--- src/rtl/mac_pkg.sv ---
// Shared types and defaults for the parallel-in/serial-out transmitter.
package mac_pkg;

    localparam int DEFAULT_WORD_LENGTH = 16;

    typedef enum logic [1:0] {
        IDLE  = 2'd0,
        SHIFT = 2'd1,
        DONE  = 2'd2
    } tx_state_t;

endpackage

--- src/rtl/piso_bit_counter.sv ---
// Bit counter for the serializer: synchronous clear, increment, and a flag
// that is high while the last bit of a word is on the line.
module piso_bit_counter #(
    parameter int TOTAL_BITS = 16,
    parameter int CNT_W      = $clog2(TOTAL_BITS + 1)
) (
    input  logic clk,
    input  logic reset,
    input  logic clear,
    input  logic incr,
    output logic terminal
);

    logic [CNT_W-1:0] count_reg;

    always_ff @(posedge clk or negedge reset) begin
        if (!reset) begin
            count_reg <= '0;
        end else if (clear) begin
            count_reg <= '0;
        end else if (incr) begin
            count_reg <= count_reg + CNT_W'(1);
        end
    end

    assign terminal = (count_reg == CNT_W'(TOTAL_BITS - 1));

endmodule

--- src/rtl/piso_shift_tx.sv ---
// Parallel-in, serial-out transmitter, MSB first, stalls while enable is low.
// Define PISO_PARITY_EN to append an even-parity bit after the data bits.
module piso_shift_tx
    import mac_pkg::*;
#(
    parameter int WORD_LENGTH = DEFAULT_WORD_LENGTH
) (
    input  logic                   clk,
    input  logic                   reset,
    input  logic                   enable,
    input  logic                   load_valid,
    input  logic [WORD_LENGTH-1:0] Data_Input,
    output logic                   load_ready,
    output logic                   Serial_Output,
    output logic                   Serial_Valid,
    output logic                   done
);

`ifdef PISO_PARITY_EN
    localparam int TOTAL_BITS = WORD_LENGTH + 1;
`else
    localparam int TOTAL_BITS = WORD_LENGTH;
`endif
    localparam int CNT_W = $clog2(WORD_LENGTH + 1);

    tx_state_t             state_reg;
    logic [TOTAL_BITS-1:0] shift_reg;
    logic [TOTAL_BITS-1:0] load_word;
    logic                  load_ready_reg;
    logic                  serial_valid_reg;
    logic                  done_reg;
    logic                  accept;
    logic                  advance;
    logic                  last_bit;

    // Parity rides at the bottom of the shift register so it leaves last.
`ifdef PISO_PARITY_EN
    assign load_word = {Data_Input, ^Data_Input};
`else
    assign load_word = Data_Input;
`endif

    assign accept  = load_ready_reg && load_valid;
    assign advance = (state_reg == SHIFT) && enable;

    piso_bit_counter #(
        .TOTAL_BITS (TOTAL_BITS),
        .CNT_W      (CNT_W)
    ) u_bit_counter (
        .clk      (clk),
        .reset    (reset),
        .clear    (accept),
        .incr     (advance),
        .terminal (last_bit)
    );

    always_ff @(posedge clk or negedge reset) begin
        if (!reset) begin
            state_reg        <= IDLE;
            shift_reg        <= '0;
            load_ready_reg   <= 1'b1;
            serial_valid_reg <= 1'b0;
            done_reg         <= 1'b0;
        end else begin
            case (state_reg)
                IDLE: begin
                    if (accept) begin
                        state_reg        <= SHIFT;
                        shift_reg        <= load_word;
                        load_ready_reg   <= 1'b0;
                        serial_valid_reg <= 1'b1;
                    end
                end
                SHIFT: begin
                    if (enable) begin
                        shift_reg <= {shift_reg[TOTAL_BITS-2:0], 1'b0};
                        if (last_bit) begin
                            state_reg        <= DONE;
                            serial_valid_reg <= 1'b0;
                            done_reg         <= 1'b1;
                        end
                    end
                end
                DONE: begin
                    state_reg      <= IDLE;
                    done_reg       <= 1'b0;
                    load_ready_reg <= 1'b1;
                end
                default: begin
                    state_reg        <= IDLE;
                    shift_reg        <= '0;
                    load_ready_reg   <= 1'b1;
                    serial_valid_reg <= 1'b0;
                    done_reg         <= 1'b0;
                end
            endcase
        end
    end

    // The register is zero-filled, so the line idles low outside SHIFT.
    assign Serial_Output = shift_reg[TOTAL_BITS-1];
    assign Serial_Valid  = serial_valid_reg;
    assign load_ready    = load_ready_reg;
    assign done          = done_reg;

endmodule
--- config.mk ---
export PLATFORM = sky130hd
export DESIGN_NAME = piso_shift_tx
export DESIGN_NICKNAME = d
export VERILOG_FILES = /design/src/rtl/mac_pkg.sv /design/src/rtl/piso_bit_counter.sv /design/src/rtl/piso_shift_tx.sv
export SDC_FILE = /design/constraint.sdc
export NUM_CORES = 1
export LEC_CHECK = 0
export BUFFER_PORTS_ARGS = -buffer_cell sky130_fd_sc_hd__buf_2
export CAP_MARGIN = 20
export CORE_ASPECT_RATIO = 0.9
export CORE_MARGIN = 1
export CORE_UTILIZATION = 49
export DETAILED_ROUTE_END_ITERATION = 10
export GPL_ROUTABILITY_DRIVEN = 0
export GPL_TIMING_DRIVEN = 0
export HOLD_SLACK_MARGIN = 0.08
export PLACE_DENSITY_LB_ADDON = 0.15
export SLEW_MARGIN = 10
export SYNTH_ARGS = -nofsm -noshare
export SYNTH_HDL_FRONTEND = slang
export SYNTH_SLANG_ARGS = --single-unit
--- constraint.sdc ---
create_clock -name clk -period 1.5 [get_ports clk]
set_clock_uncertainty 0.1 [all_clocks]
set_input_delay 0.075 -clock clk [delete_from_list [all_inputs] [get_ports clk]]
set_output_delay 0.075 -clock clk [all_outputs]
set_load 0.01 [all_outputs]
Word level (Yosys, flattened, before mapping)
Index checks and enable logic that the tools add are counted.
Storage, ports and cells
  bits in registers: 26
  bits of input ports: 20
  output and inout port bits: 4
  logic and storage cells: 43
Operators by class
  add/subtract/negate cells: 1
  eq/ne operators: 6
  mux-type cells: 18
  bitwise operators: 3
  reduce and logical (&&, ||, !) cells: 9
Operators by type and width (number)
  16-bit one-hot mux with 3 select lines: 1
  16-bit two-way mux: 2
  5-bit two-way mux: 2
  3-bit AND reduction: 3
  1-bit two-way mux: 6
  2-bit two-way mux: 3
  2-bit inequality test, second input constant: 3
  5-bit by 1-bit adder with 5-bit output, second input constant: 1
  5-bit by 4-bit equality test with 1-bit output, second input constant: 1
  1-bit one-hot mux with 2 select lines: 2
  2-bit one-hot mux with 2 select lines: 1
  4-bit AND reduction: 1
  1-bit inverter: 3
  1-bit one-hot mux with 3 select lines: 1
  2-bit by 1-bit equality test with 1-bit output, second input constant: 1
  2-bit equality test, second input constant: 1
  1-bit logical AND: 2
  2-bit logical NOT: 1
  2-bit AND reduction: 1
  2-bit nonzero test: 1

Longest topological paths before layout
Gate-level depths: netlist of run 1.
  depth in word-level cells: 4
  gate-level depth with buffers: 6
  depth with buffers taken out: 6

Modules after synthesis
A second synthesis of run 1 with hierarchy kept.
Unflattened totals
  cells, all modules: 118
  area total of the unflattened synthesis: 1391.3 µm²
By module, submodules not included
  piso_shift_tx: times used 1, cells each 95, area each 1121.1 µm², sequential area each 526.8 µm²
  piso_bit_counter: times used 1, cells each 23, area each 270.3 µm², sequential area each 125.1 µm²

Worst setup path after synthesis of run 1
Ideal clock, no wire load.
  kind: reg2reg
  start point: reg state_reg[1]
  end point: reg shift_reg[10]
  setup time: 125 ps
  data arrival time: 1354 ps
  data required time: 1275 ps
  path slack: -80 ps
  stages on the path, launching flop included: 5
  path buffers: 1
  period minus slack after synthesis: 1580 ps
  path through: dfrtp_1 > and3b_2 > o22ai_4 > buf_12 > mux2_4
On the way
  cells in the longest elaborated chain, start to end: 3
  elaborated cells on any way between the ends: 8
  classes of those cells: 4 x eq/ne; 1 x mux; 1 x bitwise; 2 x reduce/logical
RTL lines
  start: declaration: line piso_shift_tx.sv:26  | tx_state_t state_reg;
  start signal: assignment: line piso_shift_tx.sv:59  | state_reg <= IDLE;
  start signal: assignment: line piso_shift_tx.sv:68  | state_reg <= SHIFT;
  start signal: assignment: line piso_shift_tx.sv:78  | state_reg <= DONE;
  2-bit by 1-bit equality test with 1-bit output (tied with other cells): line piso_shift_tx.sv:65  | case (state_reg)
  2-bit inequality test (no line) or 1-bit inverter (tied branches)
  3-bit AND reduction (no line)
  end signal: assignment: line piso_shift_tx.sv:69  | shift_reg <= load_word;
  end signal: assignment: line piso_shift_tx.sv:76  | shift_reg <= {shift_reg[TOTAL_BITS-2:0], 1'b0};
  end: declaration: line piso_shift_tx.sv:27  | logic [TOTAL_BITS-1:0] shift_reg;
Parallel ways exist; a longest one is shown, timed or not.
A chain may end at the register's enable or synchronous reset.

Final worst setup path of run 1
Ends and elaborated chain as after synthesis.

==> results of run 1 <==
## area by class of cell
cell class                 count  area share
clock buffer                   4     0.01351
inverter                       3    0.005792
buffer                         6     0.03797
sequential                    26      0.3359
tap                           40     0.02574
multi-input combinational     83      0.3642
timing repair buffer          57      0.2169
## metrics by stage
| stage | util | total power (uW) | cell area, um^2 | setup slack, ns |
|---|---|---|---|---|
| floorplan | - | 737.9 | 1405 | -0.07961 |
| global placement | 0.5762 | 780.2 | 1570 | -0.2091 |
| detailed placement | 0.5762 | 782.0 | 1570 | -0.2189 |
| CTS | 0.7034 | 1122 | 1917 | -0.09288 |
| global route | 0.7135 | 1161 | 1944 | -0.1123 |
| finish | 0.7135 | 1110 | 1944 | -0.08188 |
## cell usage after synthesis (all sizes together) (3+ instances only)
cell and count:
a21oi 4, nand2 4, o21ai 3, nor2 21, mux2 15, mux2i 15
inv 3, buf 4, clkbuf 3, dfrtp 25, nand2b 3
## power by group
group / switching, uW / total (uW) / internal (uW)
clock: 199 / 303 / 104
combinational: 41.1 / 103 / 62.3
sequential: 0.574 / 703 / 702
total: 241 / 1110 / 869
## cells by family (layout without fill, tap and decap cells)
| kind of cell | after synthesis | in the layout | synth area share |
|---|---|---|---|
| compound gates | 11 | 11 | 0.05809 |
| xor+xnor | 2 | 2 | 0.01251 |
| fa+ha+maj | 2 | 2 | 0.01787 |
| buf+inv | 10 | 70 | 0.06166 |
| flops | 26 | 26 | 0.4656 |
| mux | 30 | 30 | 0.2547 |
| simple gates | 38 | 38 | 0.1296 |
## cell usage in the layout, fill, tap and decap left out, drive strengths merged
cell,count
or2,1
nand3b,2
nand4b,1
a21o,1
dfrtp,25
o32a,1
o2bb2ai,1
o21ai,3
nand2b,3
a21oi,4
and3,1
ha,2
o22ai,1
inv,3
dfstp,1
nand3,2
nand2,4
or3,1
mux2,15
buf,41
nor2,21
clkbuf,7
and2,1
and3b,1
mux2i,15
xor2,2
dlygate4sd3,19
## how the worst max path moves through the flow
stage | from | endpoint | slack, ns
floorplan | state_reg[1] | shift_reg[10] | -0.08
global placement | state_reg[1] | shift_reg[7] | -0.21
detailed placement | state_reg[1] | shift_reg[7] | -0.22
CTS | state_reg[1] | shift_reg[7] | -0.09
global route | state_reg[1] | shift_reg[7] | -0.11
finish | state_reg[1] | shift_reg[10] | -0.08
## per-layer routing
layer | vias up | track usage | wire length [um]
met2 | 25 | 0.3161 | 1321
met5 | - | 0 | 0
met3 | 2 | 0.05185 | 124
met4 | 0 | 0.02381 | 15
met1 | 521 | 0.2666 | 1271
li1 | 528 | - | -
## critical path: cells and delay by family, from the launching register on
kind	cells	cell delay, ns
mux	1	0.30
compound gates	1	0.24
buf+inv	1	0.19
flops	1	0.41
simple gates	1	0.24
## what timing repair did
item,CTS,global route
setup buffers,12,3
resized for setup,9,3
endpoints found under the setup margin,17,18
hold buffers,19,0
hold endpoints to repair,46,0
pin swaps,4,7
==> flow_summary.toml, run 1 <==
[sta]
fmax_ghz = 0.6322
worst_pin_slew_ns = 0.5722
fin_crit_ns = 1.582
finalSetupViolCount = 15
rsz0062_at_grt = "true"
report.final.slew_viol_count = 0
timing.final.crit_share = 1.055
hold_viol = 0
tns_ns = -1.002
slew_headroom = 0.6186
fin_ws_ns = -0.08188
holdWs_ns = 0.07996

[yosys]
synthFlopType = "dfrtp_1"
async_flop_share = 1.000
syn_avg_cell_area_um2 = 11.77
synth_seq_cells = 26
synth-edff-count = 0
synth.distinct_cells = 29
synth_largest_area_cell = "dfrtp_1"
yosysTopAreaCellShare = 0.4468
synthCells = 119
yosys_warnings = 0
synth-seq-area-share = 0.4656
syn_area_mm2 = 0.001400
syn-num-nets = 141
synth.area.top_cells = "dfrtp_1 (45%), mux2_4 (11%), mux2i_1 (11%)"

[floorplan]
initial_core_util = 0.5138
coreArea_mm2 = 0.002725
die_x_um = 58.35
io_pins = 24
rows = 18
die_height_um = 52.71
die_area_mm2 = 0.003075

[final_layout]
fill_cells = 206
largest_reg_flops = 16
diodes = 0
drive_gt1_frac = 0.4078
area_growth_pct = 38.87
nNetsFinal = 202
multi_input_area_um2 = 708.2
stdcell_count = 219
seq_area_um2 = 653.1

[global_route]
grt_max_degree = 27
antenna_found_initial = 0
track_usage = 0.1939
grt_pass1_vias = 1023
grt_pass1_wl_um = 4498
grt_overflow = 0

[placed_design]
hpwl_um = 1673
dp.cells = 182
io_buffer_count = 23

[worst_setup_path]
r2r_setup_slack_ns = -0.08
cp_data_required_time_ns = 1.62
cp_cell_sequence = "and3b_2 -> o22ai_4 -> buf_12 -> mux2_4"
crit_path_end_kind = "register"
path_max_fanout = 10
rr_worst_depth = 4
cpMaxStageDelayCell = "dfrtp_2"
crit_arrival_ns = 1.70
cp-start-kind = "register"
crit_type = "reg2reg"
cp_slowest_stage_delay_ns = 0.41
r2r_end = "shift_reg[10]"
r2r-start = "state_reg[1]"

[clocking]
clkLatencyLatePin_ns = 0.31
clock_path_buffers = 2
root_buffer = "clkbuf_4"
cts_tree = "yes"
cts.sinks = 26
cts_made_buffers = 3
path_clk_slew_ns = 0.13
htree_levels = 1

[detailed_routing]
viasPerCell = 4.913
drtIter0Drc = 57
drc_errors = 0
routedWlPerCell_um = 12.47
num_vias = 1076
drt_wl_total_um = 2732
drt_pass1_iterations = 4
drtAntennaViolNets = 0

[power_and_ir_drop]
p_leak_uw = 0.0009833
power_density_mw_per_mm2 = 570.6
vdd_drop_max_uv = 714.1

[min_path]
hold_path_depth = 3
hp-start = "load_valid"
hold_path_class = "in2reg"
min_to = "u_bit_counter.count_reg[4]"

[run_status]
status = "finished, violations left"
violations = "setup timing"

[run]
maxCapViolCount = 0
No activity file was read; power rests on OpenSTA's default activity.
==> run 2: changes to the inputs <==
Settings changed: CORE_UTILIZATION 49 to 52, CTS_BUF_LIST set to sky130_fd_sc_hd__clkbuf_2.
==> flow_summary.toml, run 2 (synthesized netlist as in run 1, its figures left out) <==
[global_route]
globalRouteMet1Util = 0.3109
antenna_found_initial = 0
grt_max_degree = 27
grt_overflow = 0
track_usage = 0.2194
grt_util_met3 = 0.02278
gr-usage-met2 = 0.3353
top_usage_layer = "met2"
grt_pass1_vias = 1026
grt_pass1_wl_um = 4747

[run_status]
violations = "DRC, setup timing"
status = "finished, violations left"

[clocking]
clkLatencyLatePin_ns = 0.35
cts.sinks = 26
postCtsHoldBufs = 20
root_buffer = "clkbuf_2"
clock_path_buffers = 2
path_clk_slew_ns = 0.23
htree_levels = 1
cts_tree = "yes"
cts_made_buffers = 3

[power_and_ir_drop]
total_power_uw = 1084
vdd_drop_max_uv = 463.0
p_int_uw = 838.1
pwr-share-comb = 0.096
clkPwrFrac = 0.254
netSwitchingFraction = 0.2270
switching_power_uw = 246.1
power_density_mw_per_mm2 = 573.9
pwr-share-seq = 0.650
p_leak_uw = 0.0009501

[min_path]
hold_path_class = "in2reg"

[detailed_routing]
routedWlPerCell_um = 14.16
drc_errors = 4
viasPerCell = 5.305
drtAntennaViolNets = 0
drt_wl_total_um = 2875
num_vias = 1077
drtIter0Drc = 55
drt_pass1_iterations = 7

[sta]
worst_pin_slew_ns = 0.5705
holdWs_ns = 0.08208
fin_crit_ns = 1.576
timing.final.crit_share = 1.051
report.final.slew_viol_count = 0
finalSetupViolCount = 17
hold_viol = 0
fin_ws_ns = -0.07603
fmax_ghz = 0.6345
slew_headroom = 0.6196
rsz0062_at_grt = "true"

[placed_design]
hpwl_um = 1745
io_buffer_count = 23

[worst_setup_path]
crit_type = "reg2reg"
cp-start-kind = "register"
crit_arrival_ns = 1.75
path_max_fanout = 4
cp_data_required_time_ns = 1.68
crit_path_end_kind = "register"

[final_layout]
diodes = 0
seq_area_um2 = 653.1
drive_gt1_frac = 0.4057
multi_input_area_um2 = 705.7
nNetsFinal = 198
fill_cells = 192
mostFrequentLayoutCells = "dfrtp_1 (24), buf_2 (24), nor2_1 (21), dlygate4sd3_1 (20), mux2i_1 (15)"
largest_reg_flops = 16
area_growth_pct = 34.94

[run]
maxCapViolCount = 0

[floorplan]
die_height_um = 51.23
die_x_um = 56.70
initial_core_util = 0.5578
coreArea_mm2 = 0.002510
die_area_mm2 = 0.002904
rows = 17
io_pins = 24
## run 2: final cells by class
class                   instances  area share
clock buffers                   4     0.01060
flip-flops and latches         26      0.3457
repair buffers                 53      0.2066
plain buffers                   6     0.03907
inverters                       3    0.005960
well taps                      28     0.01854
multi-input cells              83      0.3735
## run 2: final timing paths
path	start	to	slack [ns]	cells after the start
worst max-delay path	state_reg[1]	shift_reg[3]	-0.08	4
worst min register to register	shift_reg[0]	shift_reg[0]	0.42	1
min in group asynchronous	reset	done	0.10	2
max in group asynchronous	reset	state_reg[1]	0.80	2
worst min-delay path	load_valid	u_bit_counter.count_reg[3]	0.08	3
worst max register to register	state_reg[1]	shift_reg[3]	-0.08	4
## run 2: repair_timing
item / in CTS / in global routing
endpoints found under the hold margin: 48 / 2
setup endpoints to repair: 17 / 18
cloned: 0 / 0
pin swaps: 3 / 6
buffers inserted: 9 / 1
resized for setup: 5 / 5
## run 2: per-stage QoR
stage / setup TNS, ns / utilization / cells / worst slack [ns] / area [um^2]
floorplan: -0.7961 / - / 119 / -0.07961 / 1405
global placement: -2.523 / 0.6196 / 170 / -0.2098 / 1555
detailed placement: -2.585 / 0.6196 / 170 / -0.2110 / 1555
CTS: -0.9661 / 0.7443 / 203 / -0.09419 / 1868
global route: -1.785 / 0.7527 / 203 / -0.1284 / 1889
finish: -1.040 / 0.7527 / 203 / -0.07603 / 1889
## run 2: power by group through the flow
stage / logic (uW) / clock network (uW) / registers (uW)
2_1_floorplan: 21.6 / 0 / 716
3_3_place_gp: 63.6 / 0 / 716
3_5_place_dp: 65.2 / 0 / 716
4_1_cts: 105 / 287 / 705
5_1_grt: 115 / 310 / 706
6_report: 104 / 276 / 705
## run 2: routing by layer
metal  wire (um)  vias to the layer above  share of wire
li1            -                      518              -
met1        1377                      518           0.48
met2        1319                       30           0.46
met3          78                       11          0.027
met4          99                        0          0.034
met5           0                        -              0
## run 2: critical path, cell delays in order (launching register included)
cell     delay [ns]
dfrtp_2        0.42
and3b_2        0.24
o22ai_4        0.23
buf_4          0.18
mux2_2         0.32
==> run 3: changes to the inputs <==
Settings changed: RECOVER_POWER set to 50.
==> flow_summary.toml, run 3 (synthesized netlist as in run 1, its figures left out) <==
[run_status]
status = "finished, violations left"
violations = "DRC, setup timing"

[floorplan]
rows = 17
die_x_um = 56.70
die_height_um = 51.23
io_pins = 24
coreArea_mm2 = 0.002510
die_area_mm2 = 0.002904
initial_core_util = 0.5578

[clocking]
clock_path_buffers = 2
cts.sinks = 26
cts_tree = "yes"
path_clk_slew_ns = 0.23
clkLatencyLatePin_ns = 0.35
root_buffer = "clkbuf_2"
htree_levels = 1
postCtsHoldBufs = 20
cts_made_buffers = 3

[detailed_routing]
drc_errors = 4
drtAntennaViolNets = 0
drt_pass1_iterations = 7
routedWlPerCell_um = 14.11
drt_wl_total_um = 2864
num_vias = 1077
drtIter0Drc = 54
viasPerCell = 5.305

[power_and_ir_drop]
power_density_mw_per_mm2 = 573.0
total_power_uw = 1083
p_leak_uw = 0.0009503
vdd_drop_max_uv = 461.7

[final_layout]
diodes = 0
final_common_cell = "dfrtp_1"
drive_gt1_frac = 0.4057
area_growth_pct = 34.94
mostFrequentLayoutCells = "dfrtp_1 (24), buf_2 (23), nor2_1 (21), dlygate4sd3_1 (20), mux2i_1 (15)"
largest_reg_flops = 16
fill_cells = 192
fin_util = 0.7527
nNetsFinal = 198
design_area_mm2 = 0.001889

[sta]
finalSetupViolCount = 16
slew_headroom = 0.5755
fmax_ghz = 0.6355
rsz0062_at_grt = "true"
timing.final.crit_share = 1.049
hold_viol = 0
fin_crit_ns = 1.573
report.final.slew_viol_count = 0
fin_ws_ns = -0.07347
worst_pin_slew_ns = 0.6367
holdWs_ns = 0.09220

[global_route]
grt_max_degree = 27
grt_pass1_wl_um = 4747
track_usage = 0.2194
grt_overflow = 0
grt_pass1_vias = 1026
antenna_found_initial = 0

[worst_setup_path]
crit_type = "reg2reg"
crit_path_end_kind = "register"
path_max_fanout = 4
cp_data_required_time_ns = 1.67
r2r-start = "state_reg[1]"
r2r_setup_slack_ns = -0.07
crit_arrival_ns = 1.75
startpoint = "state_reg[1]"
cp-start-kind = "register"

[placed_design]
place_area_mm2 = 0.001555
io_buffer_count = 23
hpwl_um = 1745
post-place-ws_ns = -0.2110

[run]
maxCapViolCount = 0

[min_path]
hold_path_class = "in2reg"
hp-start = "enable"
## run 3: cell type report
class                      count  area (um^2)  area share
inverter                       3        11.26    0.005960
multi-input combinational     83        705.7      0.3735
clock buffer                   4        20.02     0.01060
tap                           28        35.03     0.01854
sequential                    26        653.1      0.3457
buffer                         6        73.82     0.03907
timing repair buffer          53        390.4      0.2066
## run 3: metrics by stage
step                TNS, ns  instances
floorplan           -0.7961        119
global placement     -2.523        170
detailed placement   -2.585        170
CTS                 -0.9661        203
global route         -1.785        203
finish               -1.001        203
## run 3: what timing repair did
action                                  in CTS  in global routing
endpoints found under the setup margin      17                 18
hold endpoints to repair                    48                  2
setup buffers                                9                  1
resized for setup                            5                  5
pin swaps                                    3                  6
## run 3: critical path: stages (launching register included)
cell     delay [ns]
dfrtp_2        0.42
and3b_2        0.24
o22ai_4        0.23
buf_4          0.18
mux2_2         0.32
## run 3: routing by layer
metal	part of all wire	wire, um	up-vias	global-route usage
met5	0	0	-	0
li1	-	-	519	-
met2	0.45	1299	37	0.3353
met4	0.032	93	0	0.1125
met3	0.038	110	11	0.02278
met1	0.47	1360	510	0.3109
## run 3: final timing paths
kind | endpoint | cells past startpoint
setup / recovery | shift_reg[3] | 4
hold / removal | shift_reg[2] | 3
max in group asynchronous | state_reg[1] | 2
setup reg to reg | shift_reg[3] | 4
hold reg to reg | shift_reg[0] | 1
min in group asynchronous | u_bit_counter.count_reg[0] | 2
## run 3: report_power, final
| part | internal, uW | total (uW) | switching (uW) |
|---|---|---|---|
| combinational | 63.8 | 104 | 39.8 |
| clock | 70.4 | 274 | 204 |
| sequential | 704 | 705 | 0.772 |
| total | 838 | 1080 | 245 |
